--- src/rtl/alu_issue_unit.sv ---
// rtl/alu_issue_unit.sv - ALU request encoder, issue register and in-order response FIFO
module alu_issue_unit #(
  parameter int DEPTH = 4,
  parameter int TAG_W = 4
) (
  input  logic             clk,
  input  logic             rst,
  input  logic             req_valid,
  output logic             req_ready,
  input  logic [2:0]       req_op,
  input  logic [31:0]      req_a,
  input  logic [31:0]      req_b,
  input  logic [TAG_W-1:0] req_tag,
  output logic [5:0]       opcode,
  output logic [5:0]       func_field,
  output logic [31:0]      alu_a,
  output logic [31:0]      alu_b,
  input  logic [31:0]      alu_result,
  input  logic             alu_zero,
  output logic             rsp_valid,
  input  logic             rsp_ready,
  output logic [31:0]      rsp_result,
  output logic             rsp_zero,
  output logic             rsp_taken,
  output logic [TAG_W-1:0] rsp_tag
);

  localparam int PW = (DEPTH > 1) ? $clog2(DEPTH) : 1;
  localparam int CW = PW + 1;

  // Abstract operation codes
  localparam logic [2:0] OP_ADD = 3'd0;
  localparam logic [2:0] OP_SUB = 3'd1;
  localparam logic [2:0] OP_AND = 3'd2;
  localparam logic [2:0] OP_OR  = 3'd3;
  localparam logic [2:0] OP_NOR = 3'd4;
  localparam logic [2:0] OP_SLT = 3'd5;
  localparam logic [2:0] OP_LW  = 3'd6;

  logic             s1_valid;
  logic [TAG_W-1:0] s1_tag;
  logic             s1_beq;

  logic [5:0]       enc_opcode;
  logic [5:0]       enc_func;
  logic             enc_beq;

  logic [31:0]      mem_result [DEPTH];
  logic             mem_zero   [DEPTH];
  logic             mem_taken  [DEPTH];
  logic [TAG_W-1:0] mem_tag    [DEPTH];
  logic [PW-1:0]    wr_ptr;
  logic [PW-1:0]    rd_ptr;
  logic [CW-1:0]    count;

  logic accept;
  logic push;
  logic pop;

  // Handshake qualifiers; a pop in the same cycle never frees a slot for push
  assign push      = s1_valid && (count < CW'(DEPTH));
  assign req_ready = !s1_valid || push;
  assign accept    = req_valid && req_ready;
  assign rsp_valid = (count != '0);
  assign pop       = rsp_valid && rsp_ready;

  // Translate the abstract op into MIPS opcode/function fields
  always_comb begin
    enc_opcode = 6'h00;
    enc_func   = 6'h00;
    enc_beq    = 1'b0;
    case (req_op)
      OP_ADD: enc_func = 6'h20;
      OP_SUB: enc_func = 6'h22;
      OP_AND: enc_func = 6'h24;
      OP_OR:  enc_func = 6'h25;
      OP_NOR: enc_func = 6'h27;
      OP_SLT: enc_func = 6'h2A;
      OP_LW:  enc_opcode = 6'h23;
      default: begin
        enc_opcode = 6'h04;
        enc_beq    = 1'b1;
      end
    endcase
  end

  // Issue register: ALU-side fields only change on accept so the ALU never sees a glitch
  always_ff @(posedge clk or posedge rst) begin
    if (rst) begin
      s1_valid   <= 1'b0;
      opcode     <= 6'h00;
      func_field <= 6'h00;
      alu_a      <= 32'h0;
      alu_b      <= 32'h0;
      s1_tag     <= '0;
      s1_beq     <= 1'b0;
    end else begin
      if (accept) begin
        s1_valid   <= 1'b1;
        opcode     <= enc_opcode;
        func_field <= enc_func;
        alu_a      <= req_a;
        alu_b      <= req_b;
        s1_tag     <= req_tag;
        s1_beq     <= enc_beq;
      end else if (push) begin
        s1_valid   <= 1'b0;
      end
    end
  end

  // Response FIFO: captures the combinational ALU result while stage 1 holds the op
  always_ff @(posedge clk or posedge rst) begin
    if (rst) begin
      wr_ptr <= '0;
      rd_ptr <= '0;
      count  <= '0;
      for (int i = 0; i < DEPTH; i++) begin
        mem_result[i] <= 32'h0;
        mem_zero[i]   <= 1'b0;
        mem_taken[i]  <= 1'b0;
        mem_tag[i]    <= '0;
      end
    end else begin
      if (push) begin
        mem_result[wr_ptr] <= alu_result;
        mem_zero[wr_ptr]   <= alu_zero;
        mem_taken[wr_ptr]  <= s1_beq & alu_zero;
        mem_tag[wr_ptr]    <= s1_tag;
        wr_ptr             <= wr_ptr + PW'(1);
      end
      if (pop) begin
        rd_ptr <= rd_ptr + PW'(1);
      end
      case ({push, pop})
        2'b10:   count <= count + CW'(1);
        2'b01:   count <= count - CW'(1);
        default: count <= count;
      endcase
    end
  end

  assign rsp_result = mem_result[rd_ptr];
  assign rsp_zero   = mem_zero[rd_ptr];
  assign rsp_taken  = mem_taken[rd_ptr];
  assign rsp_tag    = mem_tag[rd_ptr];

endmodule
--- config.mk ---
export PLATFORM = sky130hd
export DESIGN_NAME = alu_issue_unit
export DESIGN_NICKNAME = d
export VERILOG_FILES = /design/src/rtl/alu_issue_unit.sv
export SDC_FILE = /design/constraint.sdc
export NUM_CORES = 1
export LEC_CHECK = 0
export CAP_MARGIN = 20
export CELL_PAD_IN_SITES_DETAIL_PLACEMENT = 1
export CELL_PAD_IN_SITES_GLOBAL_PLACEMENT = 1
export CORE_ASPECT_RATIO = 2
export CORE_MARGIN = 8
export CORE_UTILIZATION = 43
export DETAILED_ROUTE_END_ITERATION = 10
export PLACE_DENSITY = 0.94
export SYNTH_ARGS = -nofsm -noshare
export SYNTH_HDL_FRONTEND = slang
export SYNTH_SLANG_ARGS = --single-unit
export TNS_END_PERCENT = 10
--- constraint.sdc ---
create_clock -name clk -period 14.37 [get_ports clk]
set_input_delay 2.874 -clock clk [delete_from_list [all_inputs] [get_ports clk]]
set_output_delay 2.874 -clock clk [all_outputs]
set_load 0.01 [all_outputs]
* Yosys cells after proc, flatten, opt, wreduce, memory -nomap -nowiden
Cells that the tools add are included.
Cells by class: add/sub/neg operators 4, order comparisons 4, equal/unequal tests 8, multiplexer cells 28, bitwise logic cells 3, reduce and logical (&&, ||, !) cells 12
Operators with widths (number):
- bitwise mux 128 bit | 1
- 2-to-1 mux 32 bit | 3
- binary-select mux 32 bit (select 2 bit) | 1
- demux 32 bit (select 2 bit) | 1
- case mux 6 bit (6 select lines) | 1
- bitwise mux 16 bit | 1
- 2-to-1 mux 4 bit | 3
- case mux 6 bit (2 select lines) | 1
- equality test 3 bit (second input constant) | 3
- binary-select mux 4 bit (select 2 bit) | 1
- bitwise mux 4 bit | 2
- demux 4 bit (select 2 bit) | 1
- 2-to-1 mux 1 bit | 8
- OR reduction 7 bit | 1
- equality test 3 x 2 -> 1 bit (second input constant) | 2
- >= comparator 3 bit (second input constant) | 2
- inverter 2 -> 3 bit | 2
- case mux 3 bit (2 select lines) | 1
- OR reduction 6 bit | 1
- adder 2 x 1 -> 2 bit (second input constant) | 2
- binary-select mux 1 bit (select 2 bit) | 2
- logical AND 1 bit | 4
- nonzero test 2 bit | 2
- adder 3 x 1 -> 3 bit (second input constant) | 1
- 12 further kinds | 12
Storage, ports and cells: register bits after elaboration 241, input bits 108, output and inout port bits 116, word-level logic and storage cells 85

* Logic depth before layout (Yosys ltp)
Gate-level depths: netlist (run 1).
word-level depth 6, mapped depth 8, mapped depth without buffers 7

* Least setup slack after synthesis (run 1)
Ideal clock, no wire load.
path kind reg-to-output, from reg rd_ptr[0], to out rsp_result[23], arrival time 1.288 ns, required time 11.496 ns, path slack 10.208 ns, stages on the path, launching flop included 4, path buffers 2, cell sequence dfrtp_1 clkbuf_1 buf_2 mux4_2
On the way: cells in the longest elaborated chain, start to end 4
Ends and longest elaborated chain:
- start: declaration | RTL line 53 | logic [PW-1:0] rd_ptr;
- start signal: assignment | RTL line 133 | rd_ptr <= rd_ptr + PW'(1);
- inverter 2 -> 3 bit (not written as such) | RTL line 143 | assign rsp_result = mem_result[rd_ptr];
- binary-select mux 32 bit (select 2 bit) | RTL line 143
- 2-to-1 mux 32 bit (not written as such) (2 in series) | RTL line 143
- end: declaration | RTL line 22 | output logic [31:0] rsp_result,
No other way between the ends. The select of a mux whose other input is x is not followed.

* Worst setup path after layout (run 1)
from reg rd_ptr[0], to out rsp_tag[3]
On the way: cells in the longest elaborated chain, start to end 4
Ends and longest elaborated chain:
- inverter 2 -> 3 bit (not written as such) | RTL line 146 | assign rsp_tag = mem_tag[rd_ptr];
- binary-select mux 4 bit (select 2 bit) | RTL line 146
- 2-to-1 mux 4 bit (not written as such) (2 in series) | RTL line 146
- end: declaration | RTL line 25 | output logic [TAG_W-1:0] rsp_tag
No other way between the ends. The select of a mux whose other input is x is not followed.

==> flow_summary.ini, run 1 <==
[run_status]
run_status = completed

[logic_synthesis]
ys_seq_area_share_pct = 58.6
ys_types = 32
synth_cells = 741
ys_seq_elements = 236
avgSynthCellArea_um2 = 13.6
yosysWarnings = 0
synth_area_mm2 = 0.0101

[power]
cellPowerDensity_mw_per_mm2 = 247
peakVddDrop_mv = 0.154
p_comb_share_pct = 43.5
p_leak_nw = 5.94
p_switching_w = 0.00106
power_w = 0.00325
p_clk_share_pct = 18.5
netSwitchingFraction_pct = 32.7
internal_power_w = 0.00219
pwr-share-seq_pct = 38.0

[cts]
path_clk_slew_ns = 0.06
numClockSinks = 236
postCtsSetupRepairBufs = 0
cts_htree_levels = 1
cts_buffers = 22
hold_buffers = 0
clk_latency_ns = 0.51
cts-root-buf = clkbuf_16
cts_tree = done
clock_path_buffers = 3
post_cts_resized = 0

[global_route]
grt_pass1_vias = 7980
antenna_found_initial = 3
grt_usage_pct = 20.7
grt_pass1_wl_um = 47200
overflow = 0
grt_max_degree = 105

[route]
drt_pass1_iterations = 4
wl_per_cell_um = 23.8
vias = 6605
drtIter0Drc = 255
post-route-drc-count = 0
routed_wl_um = 29700
ant_nets = 0
viasPerCell = 5.30

[layout]
final_area_mm2 = 0.0132
final_cell_mix = dfrtp_1, nand2_1, clkdlybuf4s50_1, mux2_2, mux4_2
fin_util_pct = 56.9
n_fill_cell = 2300
nets = 1062
syn2layout_area_growth_pct = 30.5
drive_gt1_share_pct = 24.6
final_common_cell = dfrtp_1

[placed_design]
dpl.hpwl_um = 20000
place.gp.congestion = 0.805
placed_cell_area_mm2 = 0.0124
pre_cts_slack_ns = 9.17
port_buffers = 220

[min_path]
hp-class = reg -> reg

[worst_setup_path]
cp.arrival_ns = 2.78
cp-end-kind = primary output
required_ns = 11.50
critPathMaxStageDelay_ns = 0.65
crit_chain = buf_4 > mux4_2 > clkdlybuf4s50_1
path_buf_inv = 2
start_kind = flop
crit_family = buffers and inverters
crit_path_top_delay_cell = buf_4
path_max_fanout = 35
crit_type = reg -> out

[flow_run]
cap_viol_max_count = 0

[sta]
period_needed_ns = 5.66
final_max_slew_viol_count = 0
grt_setup_unrepaired = no
period_share_pct = 39.4
finClkSkew_ns = 0.00893
worstMarginPinSlew_ns = 1.07
hold_viol_final = 0
relSlewSlack_pct = 28.5
fmax_mhz = 177
fin_ws_ns = 8.71
setup_violations = 0
setup_tns_ns = 0

[die]
boundaryPins = 224
dieHeight_um = 232
initial_utilization_pct = 43.6
core-area_mm2 = 0.0231
dieArea_mm2 = 0.0289
fp.dieW_um = 124
fp-row-count = 79
## logic make-up (layout without fill, tap and decap cells)
kind of cell	after synthesis	after routing	share of synthesized area [%]
xor+xnor	6	6	0.522
buf+inv	54	272	3.39
other cells	1	6	0.0372
mux	188	188	26.4
fa+ha+maj	6	6	0.820
compound gates	13	13	0.820
flops	236	236	58.6
simple gates	237	237	9.34
## synthesized netlist by cell type
master    count  share of area [%]
nand4b_1      1              0.087
clkbuf_1      3               0.11
nand2_1     223                8.3
nor2b_1       1              0.062
nor3b_1       1              0.075
o31a_1        1              0.087
ha_1          5               0.62
mux4_2       38                8.5
nand2b_1      2               0.12
o21ai_0       6               0.30
a21boi_0      1              0.075
buf_6         9                1.0
buf_2        24                1.2
a21bo_2       1              0.099
mux2i_1       1              0.099
a21oi_1       1              0.050
or3_1         1              0.062
mux2_4       32                4.8
xnor2_1       3               0.26
mux2_2      117                 13
nor2_1        3               0.11
xor2_1        3               0.26
buf_4        11               0.82
conb_1        1              0.037
o31ai_1       2               0.15
inv_1         6               0.22
fa_1          1               0.20
nand3b_2      4               0.45
nand4_1       1              0.062
a31oi_1       1              0.062
dfrtp_1     236                 59
buf_1         1              0.037
## metal layers
layer / global-route usage (%) / share of wire, %
met2: 38.4 / 55
met5: 0 / 0
met3: 4.99 / 5.7
met1: 20.7 / 34
met4: 11.9 / 5.6
## final timing paths
check	start	endpoint	slack [ns]	cells after the start
setup / recovery	rd_ptr[0]	rsp_tag[3]	8.71	3
hold / removal	alu_b[18]	alu_b[18]	0.47	2
setup reg to reg	wr_ptr[0]	mem_zero[1]	12.08	5
hold reg to reg	alu_b[18]	alu_b[18]	0.47	2
max in group asynchronous	rst	mem_tag[2]	9.98	3
min in group asynchronous	rst	alu_b[0]	2.88	2
## registers in the layout (all words and copies together), names as in the netlist
register and cells:
alu_a 32, mem_tag 16, s1_valid 1, opcode 2
func_field 5, mem_result 128, rd_ptr 2, alu_b 32
wr_ptr 2, s1_beq 1, mem_zero 4, mem_taken 4
s1_tag 4, count 3
## worst reg2reg max path: stages, from the launching register on
cell and delay [ns]:
dfrtp_1 0.43, inv_1 0.09, ha_1 0.21, nand3b_2 0.60
buf_4 0.45, mux2_2 0.40
## cell type report
| type | instances | area (um^2) | area share (%) |
|---|---|---|---|
| flip-flops and latches | 236 | 5910 | 44.9 |
| well taps | 283 | 354 | 2.69 |
| repair buffers | 229 | 2270 | 17.3 |
| clock buffers | 34 | 667 | 5.07 |
| diodes | 3 | 7.51 | 0.0571 |
| multi-input cells | 453 | 3840 | 29.2 |
| inverters | 6 | 30.0 | 0.228 |
| clock inverters | 3 | 68.8 | 0.523 |
## per-stage QoR
| stage | cells | hold slack, ns |
|---|---|---|
| 2_1_floorplan | 743 | 0.445 |
| 3_3_place_gp | 1207 | 0.450 |
| 3_5_place_dp | 1207 | 0.461 |
| 4_1_cts | 1244 | 0.482 |
| 5_1_grt | 1247 | 0.511 |
| 6_report | 1247 | 0.475 |
## power by group through the flow
stage,registers [W],logic [W],clock network (W)
after global routing,0.00128,0.00152,0.000640
after floorplan,0.00117,0.000822,0
final,0.00124,0.00141,0.000603
after CTS,0.00124,0.00145,0.000618
after detailed placement,0.00124,0.00143,0
after global placement,0.00121,0.00136,0
Power figures use the tool's default switching activity.
==> inputs of run 2 (changes only) <==
--- a/config.mk
+++ b/config.mk
@@ -10,9 +10,9 @@
 export CELL_PAD_IN_SITES_GLOBAL_PLACEMENT = 1
 export CORE_ASPECT_RATIO = 2
 export CORE_MARGIN = 8
-export CORE_UTILIZATION = 43
+export CORE_UTILIZATION = 41
 export DETAILED_ROUTE_END_ITERATION = 10
-export PLACE_DENSITY = 0.94
+export PLACE_DENSITY = 0.9
 export SYNTH_ARGS = -nofsm -noshare
 export SYNTH_HDL_FRONTEND = slang
 export SYNTH_SLANG_ARGS = --single-unit
==> constraint.sdc (replaced) <==
create_clock -name clk -period 5.84 [get_ports clk]
set_input_delay 1.168 -clock clk [delete_from_list [all_inputs] [get_ports clk]]
set_output_delay 1.168 -clock clk [all_outputs]
set_load 0.01 [all_outputs]
==> run 2 against run 1 <==
Against the previous run: worst hold slack worse by 0.00095 ns; sequential power up 140%; non-clock buffer count up 1; global-route usage down 2.1 points; critical endpoint is now rsp_result[6]; largest cell class unchanged; clock skew rose by 0.013 ns; sequential cell count unchanged; first-iteration DRC count down 19%.
==> flow_summary.ini, run 2 (same netlist as run 1, synthesis figures left out) <==
[worst_setup_path]
required_ns = 4.67
crit_type = reg -> out
cp.arrival_ns = 3.01
reg2reg_depth = 4
cp-end-kind = primary output
path_max_fanout = 27
start_kind = flop

[sta]
final_max_slew_viol_count = 0
worstMarginPinSlew_ns = 1.09
fmax_mhz = 239
hold_viol_final = 0
finClkSkew_ns = 0.0219
fin_ws_ns = 1.66
setup_violations = 0
period_needed_ns = 4.18
period_share_pct = 71.5
relSlewSlack_pct = 27.1
grt_setup_unrepaired = no
setup_tns_ns = 0

[cts]
postCtsSetupRepairBufs = 0
path_clk_slew_ns = 0.06
hold_buffers = 0
clk_latency_ns = 0.53
post_cts_resized = 0
cts_htree_levels = 1
cts-root-buf = clkbuf_16
cts_buffers = 23
clock_path_buffers = 3
cts_tree = done
numClockSinks = 236

[die]
fp.dieW_um = 127
dieHeight_um = 238
boundaryPins = 224
dieArea_mm2 = 0.0301
core-area_mm2 = 0.0243
initial_utilization_pct = 41.4
fp-row-count = 81

[min_path]
hp-class = reg -> reg
holdPathStages = 2

[layout]
largest_register_ff_count = 128
final_cell_mix = dfrtp_1, nand2_1, clkdlybuf4s50_1, mux2_2, mux4_2
syn2layout_area_growth_pct = 31.5
layout.cells.non_filler = 1257
reg_top3 = mem_result: 128 flops, alu_a: 32 flops, alu_b: 32 flops
antenna_cells = 0
final_area_mm2 = 0.0133
final_common_cell = dfrtp_1
regMostFlops = mem_result
fin_util_pct = 54.5
drive_gt1_share_pct = 25.2
nets = 1064

[power]
pwr-share-seq_pct = 37.9
p_leak_nw = 5.99
peakVddDrop_mv = 0.354
p_clk_share_pct = 19.5
p_comb_share_pct = 42.6
cellPowerDensity_mw_per_mm2 = 603
internal_power_w = 0.00544
netSwitchingFraction_pct = 32.0
p_switching_w = 0.00256

[placed_design]
dp.cells = 1215
pre_cts_slack_ns = 2.09
port_buffers = 220
place.gp.congestion = 0.746
dpl.hpwl_um = 18600
placed_cell_area_mm2 = 0.0125

[global_route]
grt_max_degree = 123
grt_pass1_wl_um = 44600
grt_pass1_vias = 7927
grt_usage_pct = 18.7
antenna_found_initial = 0
overflow = 0

[run_status]
run_status = completed

[route]
post-route-drc-count = 0
ant_nets = 0
vias = 6547
drt_pass1_iterations = 4
routed_wl_um = 27500
wl_per_cell_um = 21.8
viasPerCell = 5.21
drtIter0Drc = 206

[flow_run]
cap_viol_max_count = 0
==> run 2: changes by cell type in the layout (fill, tap and decap cells not counted) <==
cell	before	now
buf_12	0	3
buf_4	9	7
clkbuf_1	6	4
clkbuf_8	5	8
clkinv_2	0	3
clkinv_4	1	0
clkinvlp_4	0	1
diode_2	3	0
inv_6	0	2
inv_8	1	0
==> run 2: worst paths after layout <==
path / startpoint / endpoint / slack, ns
min reg2reg: alu_a[6] / alu_a[6] / 0.47
min: alu_a[6] / alu_a[6] / 0.47
max in group asynchronous: rst / rd_ptr[1] / 3.65
min in group asynchronous: rst / mem_result[31] / 1.08
max: rd_ptr[0] / rsp_result[6] / 1.66
max reg2reg: count[2] / opcode[1] / 3.60
==> run 2: metrics by stage <==
step | hold slack (ns) | power, W
finish | 0.474 | 0.00799
CTS | 0.479 | 0.00813
global route | 0.508 | 0.00847
floorplan | 0.445 | 0.00489
global placement | 0.451 | 0.00631
detailed placement | 0.457 | 0.00651
==> run 2: layer usage <==
| layer | track usage (%) | share of wire (%) | vias to the layer above |
|---|---|---|---|
| li1 | - | - | 2918 |
| met1 | 19.0 | 35 | 3376 |
| met2 | 34.6 | 55 | 197 |
| met3 | 4.78 | 6.4 | 56 |
| met4 | 8.60 | 4.0 | 0 |
| met5 | 0 | 0 | - |
==> run 2: worst max-delay path, stage by stage, from the launching register on <==
cell	delay (ns)
dfrtp_2	1.01
buf_4	0.43
mux4_2	0.55
clkdlybuf4s50_1	0.50
==> run 2: power by group through the flow <==
| stage | clock (W) | combinational, W | sequential, W |
|---|---|---|---|
| 4_1_cts | 0.00160 | 0.00348 | 0.00305 |
| 6_report | 0.00156 | 0.00341 | 0.00303 |
| 5_1_grt | 0.00165 | 0.00367 | 0.00315 |
| 2_1_floorplan | 0 | 0.00202 | 0.00287 |
| 3_5_place_dp | 0 | 0.00345 | 0.00306 |
| 3_3_place_gp | 0 | 0.00333 | 0.00299 |
==> run 2: cell type report <==
cell class	instances	area [um^2]
fill	2394	11100
sequential	236	5910
multi-input combinational	453	3840
timing repair buffer	230	2310
clock buffer	35	701
tap	290	363
clock inverter	7	92.6
inverter	6	26.3
==> inputs of run 3 (changes only) <==
--- a/config.mk
+++ b/config.mk
@@ -10,9 +10,9 @@
 export CELL_PAD_IN_SITES_GLOBAL_PLACEMENT = 1
 export CORE_ASPECT_RATIO = 2
 export CORE_MARGIN = 8
-export CORE_UTILIZATION = 41
+export CORE_UTILIZATION = 37
 export DETAILED_ROUTE_END_ITERATION = 10
-export PLACE_DENSITY = 0.9
+export PLACE_DENSITY = 0.87
 export SYNTH_ARGS = -nofsm -noshare
 export SYNTH_HDL_FRONTEND = slang
 export SYNTH_SLANG_ARGS = --single-unit
==> constraint.sdc (replaced) <==
create_clock -name clk -period 3.7 [get_ports clk]
set_input_delay 0.74 -clock clk [delete_from_list [all_inputs] [get_ports clk]]
set_output_delay 0.74 -clock clk [all_outputs]
set_load 0.01 [all_outputs]
==> run 3 against run 2 <==
Against the previous run: critical path type unchanged; die area grew 9.7%; sequential cell count is the same; clock power grew 61%; core utilization shrank 4.6 points; register-to-register slack lost 2.1 ns; highest routed layer unchanged.
==> flow_summary.ini, run 3 (same netlist as run 1, synthesis figures left out) <==
[layout]
syn2layout_area_growth_pct = 33.1
final_common_cell = dfrtp_1
final_cell_mix = dfrtp_1, nand2_1, clkdlybuf4s50_1, mux2_2, mux4_2
regMostFlops = mem_result
reg_top3 = mem_result: 128 flops, alu_a: 32 flops, alu_b: 32 flops
drive_gt1_share_pct = 25.9
largest_register_ff_count = 128
layout.cells.non_filler = 1324
nets = 1072
n_fill_cell = 2681

[die]
dieHeight_um = 249
dieArea_mm2 = 0.0331
boundaryPins = 224
fp-row-count = 85
core-area_mm2 = 0.0269
fp.dieW_um = 133
initial_utilization_pct = 37.4

[cts]
clock_path_buffers = 3
postCtsSetupRepairBufs = 0
cts_htree_levels = 1
cts-root-buf = clkbuf_16
post_cts_resized = 0
path_clk_slew_ns = 0.07
numClockSinks = 236
cts_buffers = 23
hold_buffers = 0
clk_latency_ns = 0.53
cts_tree = done

[min_path]
holdPathStages = 2
min_from = alu_a[5]
hp-class = reg -> reg
hold_path_end = alu_a[5]

[route]
wl_per_cell_um = 21.7
drtIter0Drc = 182
post-route-drc-count = 0
drt_pass1_iterations = 4
routed_wl_um = 28700
vias = 6588
ant_nets = 0
viasPerCell = 4.98

[placed_design]
pre_cts_slack_ns = 0.804
dp.cells = 1281
place.gp.congestion = 0.797
port_buffers = 220
dpl.hpwl_um = 20600

[sta]
fin_ws_ns = 0.331
fmax_mhz = 297
grt_setup_unrepaired = no
period_share_pct = 91.1
finClkSkew_ns = 0.0225
hold_viol_final = 0
final_max_slew_viol_count = 0
worstMarginPinSlew_ns = 1.09
setup_tns_ns = 0
setup_violations = 0
period_needed_ns = 3.37
relSlewSlack_pct = 27.2

[run_status]
run_status = completed

[flow_run]
cap_viol_max_count = 0

[worst_setup_path]
rr_startpoint = count[2]
start_kind = flop
reg2reg_to = mem_result[11]
path_max_fanout = 15
rrSetupSlack_ns = 1.52
reg2reg_depth = 3
startpoint = rd_ptr[0]
required_ns = 2.96
cp.arrival_ns = 2.63
crit_type = reg -> out
cp-end-kind = primary output

[global_route]
use_met2_pct = 33.2
grt_usage_pct = 17.8
antenna_found_initial = 3
grt.busiest_layer = met2
met3_usage_pct = 4.62
grt_use_met1_pct = 17.3
grt_max_degree = 93
grt_pass1_vias = 7885
overflow = 0
grt_pass1_wl_um = 46400

[power]
power_w = 0.0128
cellPowerDensity_mw_per_mm2 = 953
peakVddDrop_mv = 0.577
p_leak_nw = 6.03
-- run 3: critical path, stage by stage (launching register included) --
cell             delay [ns]
dfrtp_2                0.74
buf_4                  0.32
mux4_2                 0.51
clkdlybuf4s50_1        0.50
-- run 3: final cells by class --
class	count	area (um^2)	share of cell area, %
multi-input cells	453	3840	28.7
well taps	348	435	3.25
repair buffers	238	2390	17.8
flip-flops and latches	236	5910	44.1
inverters	6	26.3	0.196
clock inverters	12	178	1.32
diodes	3	7.51	0.0560
clock buffers	28	624	4.66
-- run 3: worst max path at each step --
stage / slack, ns / end / cells after the start
after floorplan: -0.13 / alu_a[0] / 1
after global placement: 0.87 / rsp_result[3] / 3
after detailed placement: 0.80 / rsp_tag[3] / 3
after CTS: 0.25 / rsp_result[4] / 3
after global routing: 0.18 / rsp_result[4] / 3
final: 0.33 / rsp_tag[3] / 3
-- run 3: per-stage QoR --
stage | hold WS [ns] | utilization, % | cell area, um^2
final | 0.473 | 49.8 | 13400
after global routing | 0.500 | 49.8 | 13400
after CTS | 0.478 | 49.8 | 13400
after detailed placement | 0.462 | 46.8 | 12600
after global placement | 0.452 | 46.8 | 12600
after floorplan | 0.445 | - | 10100
-- run 3: power by group --
| part | internal, W | switching (W) | leakage (nW) | total (W) |
|---|---|---|---|---|
| logic | 0.00334 | 0.00211 | 2.82 | 0.00545 |
| registers | 0.00385 | 0.000972 | 2.82 | 0.00482 |
| clock network | 0.00149 | 0.00103 | 0.394 | 0.00251 |
| total | 0.00867 | 0.00411 | 6.03 | 0.0128 |
-- run 3: per-layer routing --
layer  part of all wire [%]  vias to the layer above
met5                      0                        -
met4                    5.0                        0
met3                    6.2                       73
met2                     56                      203
met1                     33                     3371
li1                       -                     2941
